$ cat src/rtl/Pipe_Buf_Reg_PKG.sv
// rtl/Pipe_Buf_Reg_PKG.sv - shared types and constants for the data memory arbiter
package Pipe_Buf_Reg_PKG;

    localparam int DMEM_DATA_W         = 32;
    localparam int DMEM_ADDR_W         = 9;
    localparam int DMEM_ARB_STARVE_MAX = 8;
    localparam int DMEM_ARB_STARVE_W   = $clog2(DMEM_ARB_STARVE_MAX + 1);

    typedef enum logic [1:0] {
        RS_IDLE = 2'd0,
        RS_CPU  = 2'd1,
        RS_DBG  = 2'd2
    } rsp_state_t;

    typedef struct packed {
        logic                   we;
        logic [DMEM_ADDR_W-1:0] addr;
        logic [DMEM_DATA_W-1:0] wdata;
        logic [2:0]             funct3;
    } dmem_req_t;

    function automatic int starve_w(input int starve_max);
        return $clog2(starve_max + 1);
    endfunction

endpackage

$ cat src/rtl/arb_starve_ctr.sv
// rtl/arb_starve_ctr.sv - saturating DBG-loss counter that forces a DBG win at STARVE_MAX
import Pipe_Buf_Reg_PKG::*;

module arb_starve_ctr #(
    parameter int STARVE_MAX = DMEM_ARB_STARVE_MAX,
    parameter int W          = DMEM_ARB_STARVE_W
) (
    input  logic clk,
    input  logic reset,
    input  logic inc,
    input  logic clr,
    output logic force_dbg
);

    logic [W-1:0] cnt;

    always_ff @(posedge clk) begin
        if (reset || clr) begin
            cnt <= '0;
        end else if (inc && (cnt != W'(STARVE_MAX))) begin
            cnt <= cnt + 1'b1;
        end
    end

    assign force_dbg = (cnt == W'(STARVE_MAX));

endmodule

$ cat src/rtl/dmem_arbiter.sv
// rtl/dmem_arbiter.sv - CPU/DBG data memory port arbiter; DMEM_ARB_STARVE_EN enables the starvation guard
import Pipe_Buf_Reg_PKG::*;

module dmem_arbiter #(
    parameter int DATA_W     = DMEM_DATA_W,
    parameter int DM_ADDRESS = DMEM_ADDR_W,
    parameter int STARVE_MAX = DMEM_ARB_STARVE_MAX
) (
    input  logic                  clk,
    input  logic                  reset,
    input  logic                  cpu_req,
    input  logic                  cpu_we,
    input  logic [DM_ADDRESS-1:0] cpu_addr,
    input  logic [DATA_W-1:0]     cpu_wdata,
    input  logic [2:0]            cpu_funct3,
    output logic                  cpu_gnt,
    output logic                  cpu_stall,
    output logic                  cpu_rvalid,
    output logic [DATA_W-1:0]     cpu_rdata,
    input  logic                  dbg_req,
    input  logic                  dbg_we,
    input  logic [DM_ADDRESS-1:0] dbg_addr,
    input  logic [DATA_W-1:0]     dbg_wdata,
    input  logic [2:0]            dbg_funct3,
    output logic                  dbg_gnt,
    output logic                  dbg_rvalid,
    output logic [DATA_W-1:0]     dbg_rdata,
    output logic                  mem_rd,
    output logic                  mem_wr,
    output logic [DM_ADDRESS-1:0] mem_addr,
    output logic [DATA_W-1:0]     mem_wdata,
    output logic [2:0]            mem_funct3,
    input  logic [DATA_W-1:0]     mem_rdata
);

    if (STARVE_MAX < 1) begin : g_starve_max_check
        $error("STARVE_MAX must be at least 1");
    end

    dmem_req_t  cpu_bundle;
    dmem_req_t  dbg_bundle;
    dmem_req_t  sel_bundle;
    rsp_state_t rsp_state;
    logic       cpu_win;
    logic       dbg_win;
    logic       force_dbg;

    always_comb begin
        cpu_bundle = '{we: cpu_we, addr: cpu_addr, wdata: cpu_wdata, funct3: cpu_funct3};
        dbg_bundle = '{we: dbg_we, addr: dbg_addr, wdata: dbg_wdata, funct3: dbg_funct3};
    end

`ifdef DMEM_ARB_STARVE_EN
    arb_starve_ctr #(
        .STARVE_MAX (STARVE_MAX),
        .W          (starve_w(STARVE_MAX))
    ) u_starve (
        .clk       (clk),
        .reset     (reset),
        .inc       (dbg_req & ~dbg_win),
        .clr       (~dbg_req | dbg_win),
        .force_dbg (force_dbg)
    );
`else
    assign force_dbg = 1'b0;
`endif

    // Reset masks every grant so nothing reaches memory while the block is held.
    always_comb begin
        cpu_win = 1'b0;
        dbg_win = 1'b0;
        if (!reset) begin
            if (cpu_req && !(dbg_req && force_dbg)) begin
                cpu_win = 1'b1;
            end else if (dbg_req) begin
                dbg_win = 1'b1;
            end
        end
    end

    always_comb begin
        sel_bundle = '0;
        if (cpu_win) begin
            sel_bundle = cpu_bundle;
        end else if (dbg_win) begin
            sel_bundle = dbg_bundle;
        end
    end

    assign cpu_gnt    = cpu_win;
    assign dbg_gnt    = dbg_win;
    assign cpu_stall  = cpu_req & ~cpu_win & ~reset;
    assign mem_rd     = (cpu_win | dbg_win) & ~sel_bundle.we;
    assign mem_wr     = (cpu_win | dbg_win) & sel_bundle.we;
    assign mem_addr   = sel_bundle.addr;
    assign mem_wdata  = sel_bundle.wdata;
    assign mem_funct3 = sel_bundle.funct3;

    // Tracks who owns the read issued last cycle; writes leave it idle.
    always_ff @(posedge clk) begin
        if (reset) begin
            rsp_state <= RS_IDLE;
        end else if (cpu_win && !cpu_we) begin
            rsp_state <= RS_CPU;
        end else if (dbg_win && !dbg_we) begin
            rsp_state <= RS_DBG;
        end else begin
            rsp_state <= RS_IDLE;
        end
    end

    // A read granted just before reset must not surface as a response.
    assign cpu_rvalid = (rsp_state == RS_CPU) & ~reset;
    assign dbg_rvalid = (rsp_state == RS_DBG) & ~reset;
    assign cpu_rdata  = cpu_rvalid ? mem_rdata : '0;
    assign dbg_rdata  = dbg_rvalid ? mem_rdata : '0;

endmodule

$ cat config.mk
export PLATFORM = sky130hd
export DESIGN_NAME = dmem_arbiter
export DESIGN_NICKNAME = d
export VERILOG_FILES = /design/src/rtl/Pipe_Buf_Reg_PKG.sv /design/src/rtl/arb_starve_ctr.sv /design/src/rtl/dmem_arbiter.sv
export SDC_FILE = /design/constraint.sdc
export NUM_CORES = 1
export LEC_CHECK = 0
export ABC_CLOCK_PERIOD_IN_PS = 1400
export CORE_AREA = 5 5 90 92
export CTS_CLUSTER_DIAMETER = 80
export DETAILED_ROUTE_END_ITERATION = 8
export DIE_AREA = 0 0 95 97
export PLACE_DENSITY = 0.82
export SLEW_MARGIN = 20
export SYNTH_ARGS = -nofsm -noshare
export SYNTH_HDL_FRONTEND = slang
export SYNTH_SLANG_ARGS = --single-unit
$ cat constraint.sdc
create_clock -name clk -period 1.4 [get_ports clk]
set_input_delay 0.14 -clock clk [delete_from_list [all_inputs] [get_ports clk]]
set_output_delay 0.14 -clock clk [all_outputs]
set_load 0.01 [all_outputs]
# Word level (Yosys, flattened, before mapping)
# Cells that the tools add are included.
# op_classes
n_reduce_logical	5
mux	11
n_eq_ne	2
bitwise_logic	10
# op_table
op	n
45-bit 2-to-1 mux	2
32-bit 2-to-1 mux	2
1-bit AND	6
1-bit 2-to-1 mux	6
1-bit inverter	3
2-bit by 1-bit equality test with 1-bit output (second input constant)	1
2-bit equality test (second input constant)	1
1-bit logical AND	2
1-bit zero test	2
2-bit 2-to-1 mux	1
2-bit OR reduction	1
1-bit OR	1
# word_totals
out_inout_bits	115
in_bits	126
reg_bits	2

# Logic depth before layout (Yosys ltp)
# Gate-level depths: netlist (run 1).
# depth
depth_word	7
ltp_mapped	4
mapped_depth_nobuf	3

# Least setup slack after synthesis (run 1)
# No wires, ideal clock.
# synth_timing
path_kind	register to output
from	reg rsp_state[0]
to	out cpu_rdata[10]
path_stages_with_launch	4
slack_ps	292
t_required_ps	1260
n_path_buf	1
arrival_time_ps	968
path_cell_list	dfxtp_1 nor3b_2 clkbuf_1 and2_1
# synth_between
elab_chain_len	3
# synth_rtl
item	line	source
from (decl)	dmem_arbiter.sv:43	rsp_state_t rsp_state;
from (signal assigned)	dmem_arbiter.sv:102	rsp_state <= RS_IDLE;
from (signal assigned)	dmem_arbiter.sv:104	rsp_state <= RS_CPU;
from (signal assigned)	dmem_arbiter.sv:106	rsp_state <= RS_DBG;
2-bit by 1-bit equality test with 1-bit output	dmem_arbiter.sv:113	assign cpu_rvalid = (rsp_state == RS_CPU) & ~reset;
1-bit AND	dmem_arbiter.sv:113	
32-bit 2-to-1 mux	dmem_arbiter.sv:115	assign cpu_rdata = cpu_rvalid ? mem_rdata : '0;
to (decl)	dmem_arbiter.sv:19	output logic [DATA_W-1:0] cpu_rdata,
# No other way between the ends.

# Worst setup path in the final report (run 1)
# layout_timing
from	reg rsp_state[0]
to	out cpu_rdata[1]
# The elaborated chain is that of the path after synthesis.

==> run summary, run 1 <==
RUN STATUS
----------------------------------------------------------------------------------
Run status .......................................................... finished, violations left
Violations in the final reports ..................................... setup timing

FINAL LAYOUT
----------------------------------------------------------------------------------
Flip-flop count of the largest register, all copies and words added .            2
Finished Layout Cells ...............................................          491
Layout Nets .........................................................          520
Largest register by flop count ......................................    rsp_state
Antenna Diode Count .................................................            0
Largest registers ................................................... rsp_state (2)
Commonest cells after routing, fill and taps aside .................. sky130_fd_sc_hd__clkdlybuf4s50_1 (122), sky130_fd_sc_hd__buf_6 (46), sky130_fd_sc_hd__a32o_1 (45)
Fraction of final layout cells sized beyond drive strength 1 ........       0.3929
Synth-to-layout area growth .........................................       269.9%
Final core area utilization .........................................       0.5512
Most common library cell in the layout ignoring fill and taps ....... sky130_fd_sc_hd__clkdlybuf4s50_1

CTS
----------------------------------------------------------------------------------
TritonCTS clock tree ................................................        built
Clock buffer count from CTS .........................................            3
Number of H-tree levels .............................................            1
Clk pin slew, worst setup/hold paths ................................      0.03 ns
Quantity of hold-fixing buffers added after cts .....................            0
CTS max path bufs ...................................................            2
Clock root buffer master ............................................ sky130_fd_sc_hd__clkbuf_8
Clk sinks ...........................................................            2

ROUTE
----------------------------------------------------------------------------------
Routed vias .........................................................         2247
DRC marker count from the first detailed-route iteration ............           38
Mean routed wirelength per cell .....................................     18.51 µm
Number of detailed-routing iterations run before antenna repair .....            4
Residual DRC ........................................................            0
Mean number of vias per cell ........................................        4.576
Total Wirelength ....................................................     9.088 mm
Antenna-violating nets left .........................................            0

PLACE
----------------------------------------------------------------------------------
DP Wirelength .......................................................     6.362 mm
# placed instances ..................................................          471
GPL Wtd Cong ........................................................       0.7753
Count of input and output buffers ...................................          239

FLOORPLANNING
----------------------------------------------------------------------------------
Std cell rows .......................................................           31
Effective utilization at floorplan ..................................       0.1490
Number of ports placed on the die boundary ..........................          241
Width of the die ....................................................        95 µm
Total core area ..................................................... 0.007137 mm²
Die outline height ..................................................        97 µm
Die Outline Area .................................................... 0.009215 mm²

SYNTHESIS
----------------------------------------------------------------------------------
Gate count of the mapped netlist ....................................          143
Synthesized area divided by synthesized cell count ..................    7.437 µm²
Synthesis Warnings ..................................................            0
Sequential share of the synthesized area ............................      0.03765
Library cells used by synthesis .....................................           15
Post-synthesis register bit count ...................................            2
Syn_nets ............................................................          269
Summed instance area of the synthesized netlist ..................... 0.001064 mm²

WORST SETUP PATH
----------------------------------------------------------------------------------
Required time at the worst-slack endpoint ...........................      1.26 ns
Slowest stage cell, crit path ....................................... sky130_fd_sc_hd__dfxtp_2
Critical Path Fanout Max ............................................           17
Critical setup path kind ............................................ flop to primary output
Startpoint type of the worst setup path .............................         flop
Crit path arrival time ..............................................      1.31 ns
Capturing element type of the critical path ......................... primary output
Chain of cells forming the critical path ............................ nor3b_4 -> buf_4 -> buf_12 -> and2_1 -> buf_2
Worst path max stage delay ..........................................      0.34 ns

TIMING
----------------------------------------------------------------------------------
Total of endpoints with negative setup slack in the final report ....           54
Setup repair after global routing missed its margin .................          yes
Post-route worst setup slack ........................................  -0.04914 ns
Final hold slack ....................................................    0.2457 ns
Fmax ................................................................    690.1 MHz
Final-report hold violation count ...................................            0
Slew Viols, Final ...................................................            0
Min Clock Period, post-route ........................................     1.449 ns
Crit share post-route ...............................................        1.035

GLOBAL ROUTING
----------------------------------------------------------------------------------
Tot GR Track Use ....................................................       0.1613
Wire length of the first global-routing pass ........................     12.10 mm
Number of antenna violations at the first check in global routing ...            0
Largest net degree at the start of global routing ...................           34
Number of global-route vias before repair ...........................         2322
Overflow left after global routing ..................................            0

POWER AND IR DROP
----------------------------------------------------------------------------------
Power density over cell area ........................................ 299.0 mW/mm²
Worst vdd ir ........................................................    0.1265 mV
Total design power ..................................................     1.176 mW
Leakage power .......................................................     1.901 nW

HOLD PATH
----------------------------------------------------------------------------------
Hold path start .....................................................        reset
Cell count of the worst hold path ...................................            3
Hold Path End ....................................................... rsp_state[1]$_SDFF_PP0_
Class of the tightest hold or removal check ......................... input pin to flop

FLOW RUN
----------------------------------------------------------------------------------
Max-cap violation count .............................................            0

[Yosys cell counts]
cell	count	area, µm²
sky130_fd_sc_hd__buf_2	11	55.05
sky130_fd_sc_hd__nand2b_1	1	6.260
sky130_fd_sc_hd__and2_1	65	406.6
sky130_fd_sc_hd__buf_4	1	7.510
sky130_fd_sc_hd__clkbuf_1	8	30.03
sky130_fd_sc_hd__conb_1	1	3.750
sky130_fd_sc_hd__nand2b_2	1	8.760
sky130_fd_sc_hd__a32o_1	45	450.4
sky130_fd_sc_hd__nor2_1	2	7.510
sky130_fd_sc_hd__dfxtp_1	2	40.04
sky130_fd_sc_hd__inv_2	1	3.750
sky130_fd_sc_hd__or2_2	1	6.260
sky130_fd_sc_hd__nor2_2	1	6.260
sky130_fd_sc_hd__nor3b_2	2	25.02
sky130_fd_sc_hd__o22ai_1	1	6.260
[report_power, final]
group	total [mW]	internal (mW)	switching, mW
sequential	0.0618	0.0599	0.00191
clock	0.223	0.182	0.0418
combinational	0.891	0.583	0.308
[cells by family after synthesis]
logic type | share of synthesized area
compound gates | 0.4294
buf+inv | 0.09059
flops | 0.03765
other cells | 0.003526
simple gates | 0.4388
[routing by layer]
layer,up-vias,global-route usage,part of all wire
met5,-,0,0
met2,148,0.3330,0.55
met1,1040,0.1534,0.34
li1,1049,-,-
met4,0,0.01998,0.0091
met3,10,0.04888,0.093
[how the worst max path moves through the flow]
stage,start,slack (ns),depth (start not counted),end
floorplan,rsp_state[0]$_SDFF_PP0_,0.29,3,cpu_rdata[10]
global placement,reset,-0.63,6,mem_wdata[11]
detailed placement,reset,-0.67,6,mem_wdata[11]
CTS,rsp_state[1]$_SDFF_PP0_,-0.44,4,dbg_rdata[8]
global route,rsp_state[0]$_SDFF_PP0_,-0.11,5,cpu_rdata[24]
finish,rsp_state[0]$_SDFF_PP0_,-0.05,5,cpu_rdata[1]
[layout make-up]
class                      count  area, µm²
multi-input combinational    120       1040
clock buffer                   3      41.29
fill                         665       3203
timing repair buffer         266       2680
tap                           99      123.9
inverter                       1      6.256
sequential                     2      42.54
[through the flow]
| stage | worst slack (ns) | cell area (µm²) | TNS (ns) |
|---|---|---|---|
| after floorplan | 0.2918 | 1064 | 0 |
| after global placement | -0.6257 | 3625 | -61.25 |
| after detailed placement | -0.6723 | 3625 | -66.38 |
| after CTS | -0.4405 | 3732 | -35.54 |
| after global routing | -0.1054 | 3934 | -4.573 |
| final | -0.04914 | 3934 | -1.070 |
[repair_timing]
| item | in CTS | in global routing |
|---|---|---|
| hold endpoints to repair | 0 | 0 |
| gates resized for setup | 52 | 328 |
| setup endpoints to repair | 114 | 114 |
| gates cloned | 3 | 6 |
| buffers inserted | 2 | 6 |
| pin swaps | 1 | 33 |
[critical path, delay by kind of cell, from the launching register on]
kind	cells	cell delay (ns)
buffers and inverters	3	0.41
and+or+nand+nor	2	0.35
DFF	1	0.34
Power figures use the tool's default switching activity.
==> run 2, diff against run 1 <==
--- a/config.mk
+++ b/config.mk
@@ -10,8 +10,8 @@
 export CTS_CLUSTER_DIAMETER = 80
 export DETAILED_ROUTE_END_ITERATION = 8
 export DIE_AREA = 0 0 95 97
+export GPL_TIMING_DRIVEN = 0
 export PLACE_DENSITY = 0.82
-export SLEW_MARGIN = 20
 export SYNTH_ARGS = -nofsm -noshare
 export SYNTH_HDL_FRONTEND = slang
 export SYNTH_SLANG_ARGS = --single-unit
==> run 2 against run 1 <==
  * The run still ends with setup timing left
  * Global-route usage shrank 0.78 points
  * Clock power is essentially flat
  * Worst hold slack gained 0.015 ns
  * Critical path depth is the same
  * Non-clock buffer count grew 9
==> run summary, run 2 (synthesized netlist as in run 1, its figures left out) <==
RUN STATUS
----------------------------------------------------------------------------------
Run status .......................................................... finished, violations left   unchanged
Violations in the final reports ..................................... setup timing   unchanged

CTS
----------------------------------------------------------------------------------
TritonCTS clock tree ................................................        built   unchanged
Quantity of hold-fixing buffers added after cts .....................            0   unchanged
Number of H-tree levels .............................................            1   unchanged
Clock root buffer master ............................................ sky130_fd_sc_hd__clkbuf_8   unchanged
Clk sinks ...........................................................            2   unchanged
CTS max path bufs ...................................................            2   unchanged
Clk pin slew, worst setup/hold paths ................................      0.03 ns   about the same
Clock buffer count from CTS .........................................            3   unchanged

POWER AND IR DROP
----------------------------------------------------------------------------------
Power density over cell area ........................................ 287.7 mW/mm²   was 299.0 mW/mm²
Leakage power .......................................................     1.870 nW   was 1.901 nW
Worst vdd ir ........................................................    0.1383 mV   was 0.1265 mV

TIMING
----------------------------------------------------------------------------------
Slew Viols, Final ...................................................            0   unchanged
Total of endpoints with negative setup slack in the final report ....           28   was 54
Crit share post-route ...............................................        1.059   was 1.035
Fmax ................................................................    674.7 MHz   was 690.1 MHz
Min Clock Period, post-route ........................................     1.482 ns   was 1.449 ns
Final-report hold violation count ...................................            0   unchanged
Setup repair after global routing missed its margin .................          yes   unchanged
Post-route worst setup slack ........................................  -0.08220 ns   was -0.04914 ns

WORST SETUP PATH
----------------------------------------------------------------------------------
Worst setup path end ................................................ cpu_rdata[16]   was cpu_rdata[1]
Worst path max stage delay ..........................................      0.34 ns   about the same
Chain of cells forming the critical path ............................ nor3b_4 -> buf_4 -> clkbuf_16 -> and2_1 -> buf_2   was nor3b_4 -> buf_4 -> buf_12 -> and2_1 -> buf_2
Launch point of the worst path ...................................... rsp_state[0]$_SDFF_PP0_   unchanged
Critical Path Fanout Max ............................................            4   was 17
Required time at the worst-slack endpoint ...........................      1.26 ns   about the same
Slowest stage cell, crit path ....................................... sky130_fd_sc_hd__dfxtp_2   unchanged
Startpoint type of the worst setup path .............................         flop   unchanged
Capturing element type of the critical path ......................... primary output   unchanged
Crit path arrival time ..............................................      1.34 ns   was 1.31 ns
Critical setup path kind ............................................ flop to primary output   unchanged

FINAL LAYOUT
----------------------------------------------------------------------------------
Commonest cells after routing, fill and taps aside .................. sky130_fd_sc_hd__clkdlybuf4s50_1 (122), sky130_fd_sc_hd__buf_6 (66), sky130_fd_sc_hd__dlygate4sd2_1 (47)   was sky130_fd_sc_hd__clkdlybuf4s50_1 (122), sky130_fd_sc_hd__buf_6 (46), sky130_fd_sc_hd__a32o_1 (45)
Synth-to-layout area growth .........................................       273.1%   was 269.9%
Cell area after layout .............................................. 0.003968 mm²   was 0.003934 mm²
Antenna Diode Count .................................................            0   unchanged
Fillcell total ......................................................          658   was 665
Fraction of final layout cells sized beyond drive strength 1 ........       0.3990   was 0.3929
Final core area utilization .........................................       0.5559   was 0.5512
Most common library cell in the layout ignoring fill and taps ....... sky130_fd_sc_hd__clkdlybuf4s50_1   unchanged
Largest register by flop count ......................................    rsp_state   unchanged
Largest registers ................................................... rsp_state (2)   unchanged
Flip-flop count of the largest register, all copies and words added .            2   unchanged
Layout Nets .........................................................          529   was 520

ROUTE
----------------------------------------------------------------------------------
Residual DRC ........................................................            0   unchanged
Total Wirelength ....................................................     8.434 mm   was 9.088 mm
Mean number of vias per cell ........................................        4.570   was 4.576
Mean routed wirelength per cell .....................................     16.87 µm   was 18.51 µm
Highest Signal Layer ................................................         met4   unchanged
Number of detailed-routing iterations run before antenna repair .....            4   unchanged
Routed vias .........................................................         2285   was 2247
DRC marker count from the first detailed-route iteration ............           23   was 38
Antenna-violating nets left .........................................            0   unchanged
Length of routed met3 wiring ........................................       915 µm   was 845 µm
Total length of routed met2 wires ...................................     4.784 mm   was 5.023 mm
Wire length on met1 .................................................     2.684 mm   was 3.135 mm

PLACE
----------------------------------------------------------------------------------
DP Wirelength .......................................................     6.662 mm   was 6.362 mm
Count of input and output buffers ...................................          238   was 239
GPL Wtd Cong ........................................................       0.7950   was 0.7753
Cell area reported after detailed placement ......................... 0.003570 mm²   was 0.003625 mm²

GLOBAL ROUTING
----------------------------------------------------------------------------------
Number of antenna violations at the first check in global routing ...            0   unchanged
Largest net degree at the start of global routing ...................           11   was 34
Tot GR Track Use ....................................................       0.1535   was 0.1613
Number of global-route vias before repair ...........................         2359   was 2322
Wire length of the first global-routing pass ........................     11.54 mm   was 12.10 mm
Overflow left after global routing ..................................            0   unchanged

FLOORPLANNING
----------------------------------------------------------------------------------
Die Outline Area .................................................... 0.009215 mm²   unchanged
Effective utilization at floorplan ..................................       0.1490   unchanged
Total core area ..................................................... 0.007137 mm²   unchanged
Width of the die ....................................................        95 µm   unchanged
Std cell rows .......................................................           31   unchanged
Number of ports placed on the die boundary ..........................          241   unchanged
Die outline height ..................................................        97 µm   unchanged

FLOW RUN
----------------------------------------------------------------------------------
Max-cap violation count .............................................            0   unchanged

HOLD PATH
----------------------------------------------------------------------------------
Class of the tightest hold or removal check ......................... input pin to flop   unchanged

## run 2: cell types whose count changed in the layout (fill, tap and decap cells not counted), moves of 7 or more
cell,before,now
sky130_fd_sc_hd__buf_6,46,66
sky130_fd_sc_hd__dlymetal6s2s_1,7,0
sky130_fd_sc_hd__and2_4,38,45
sky130_fd_sc_hd__dlygate4sd2_1,29,47
sky130_fd_sc_hd__and2_1,27,20
## run 2: critical path, delay by kind of cell (launching register included)
kind          cells  cell delay [ns]
flops             1             0.34
buf+inv           3             0.47
simple gates      2             0.33
## run 2: how the worst min path moves through the flow
stage | from | to | slack [ns] | cells after the start
final | cpu_req | rsp_state[0]$_SDFF_PP0_ | 0.26 | 3
after global placement | dbg_req | rsp_state[1]$_SDFF_PP0_ | 0.53 | 3
after detailed placement | dbg_req | rsp_state[1]$_SDFF_PP0_ | 0.53 | 3
after global routing | cpu_req | rsp_state[0]$_SDFF_PP0_ | 0.27 | 3
after floorplan | cpu_we | rsp_state[0]$_SDFF_PP0_ | 0.21 | 1
after CTS | cpu_req | rsp_state[0]$_SDFF_PP0_ | 0.25 | 3
## run 2: area by class of cell
cell class | count | area (µm²) | share of cell area
repair buffers | 256 | 2500 | 0.6301
multi-input cells | 120 | 1062 | 0.2677
plain buffers | 19 | 188.9 | 0.04762
well taps | 99 | 123.9 | 0.03122
flip-flops and latches | 2 | 42.54 | 0.01072
clock buffers | 3 | 41.29 | 0.01041
inverters | 1 | 8.758 | 0.002208
## run 2: per-stage QoR
step / setup TNS [ns] / setup slack, ns / instances / hold WS (ns) / total power, mW
after floorplan: 0 / 0.2918 / 143 / 0.2124 / 0.2887
after global placement: -85.99 / -0.8589 / 480 / 0.5320 / 0.8784
after detailed placement: -90.53 / -0.8992 / 480 / 0.5298 / 0.8934
after CTS: -1.634 / -0.1013 / 498 / 0.2514 / 1.109
after global routing: -4.747 / -0.1663 / 500 / 0.2707 / 1.214
final: -1.388 / -0.08220 / 500 / 0.2603 / 1.142
## run 2: metal layers
layer  track usage  up-vias
li1              -     1066
met1        0.1429     1077
met2        0.3167      138
met3       0.05043        4
met4       0.02109        0
met5             0        -
## run 2: power by group
part	total (mW)	internal, mW	switching (mW)	leakage [nW]
sequential	0.0618	0.0599	0.00191	0.0172
clock	0.223	0.181	0.0419	0.0216
combinational	0.856	0.563	0.293	1.83
total	1.14	0.804	0.337	1.87
## run 2: what timing repair did
item,4_1_cts,5_1_grt
endpoints found under the setup margin,114,76
endpoints found under the hold margin,0,0
pin swaps,8,30
resized for setup,374,110
cloned,3,4
buffers inserted,12,1
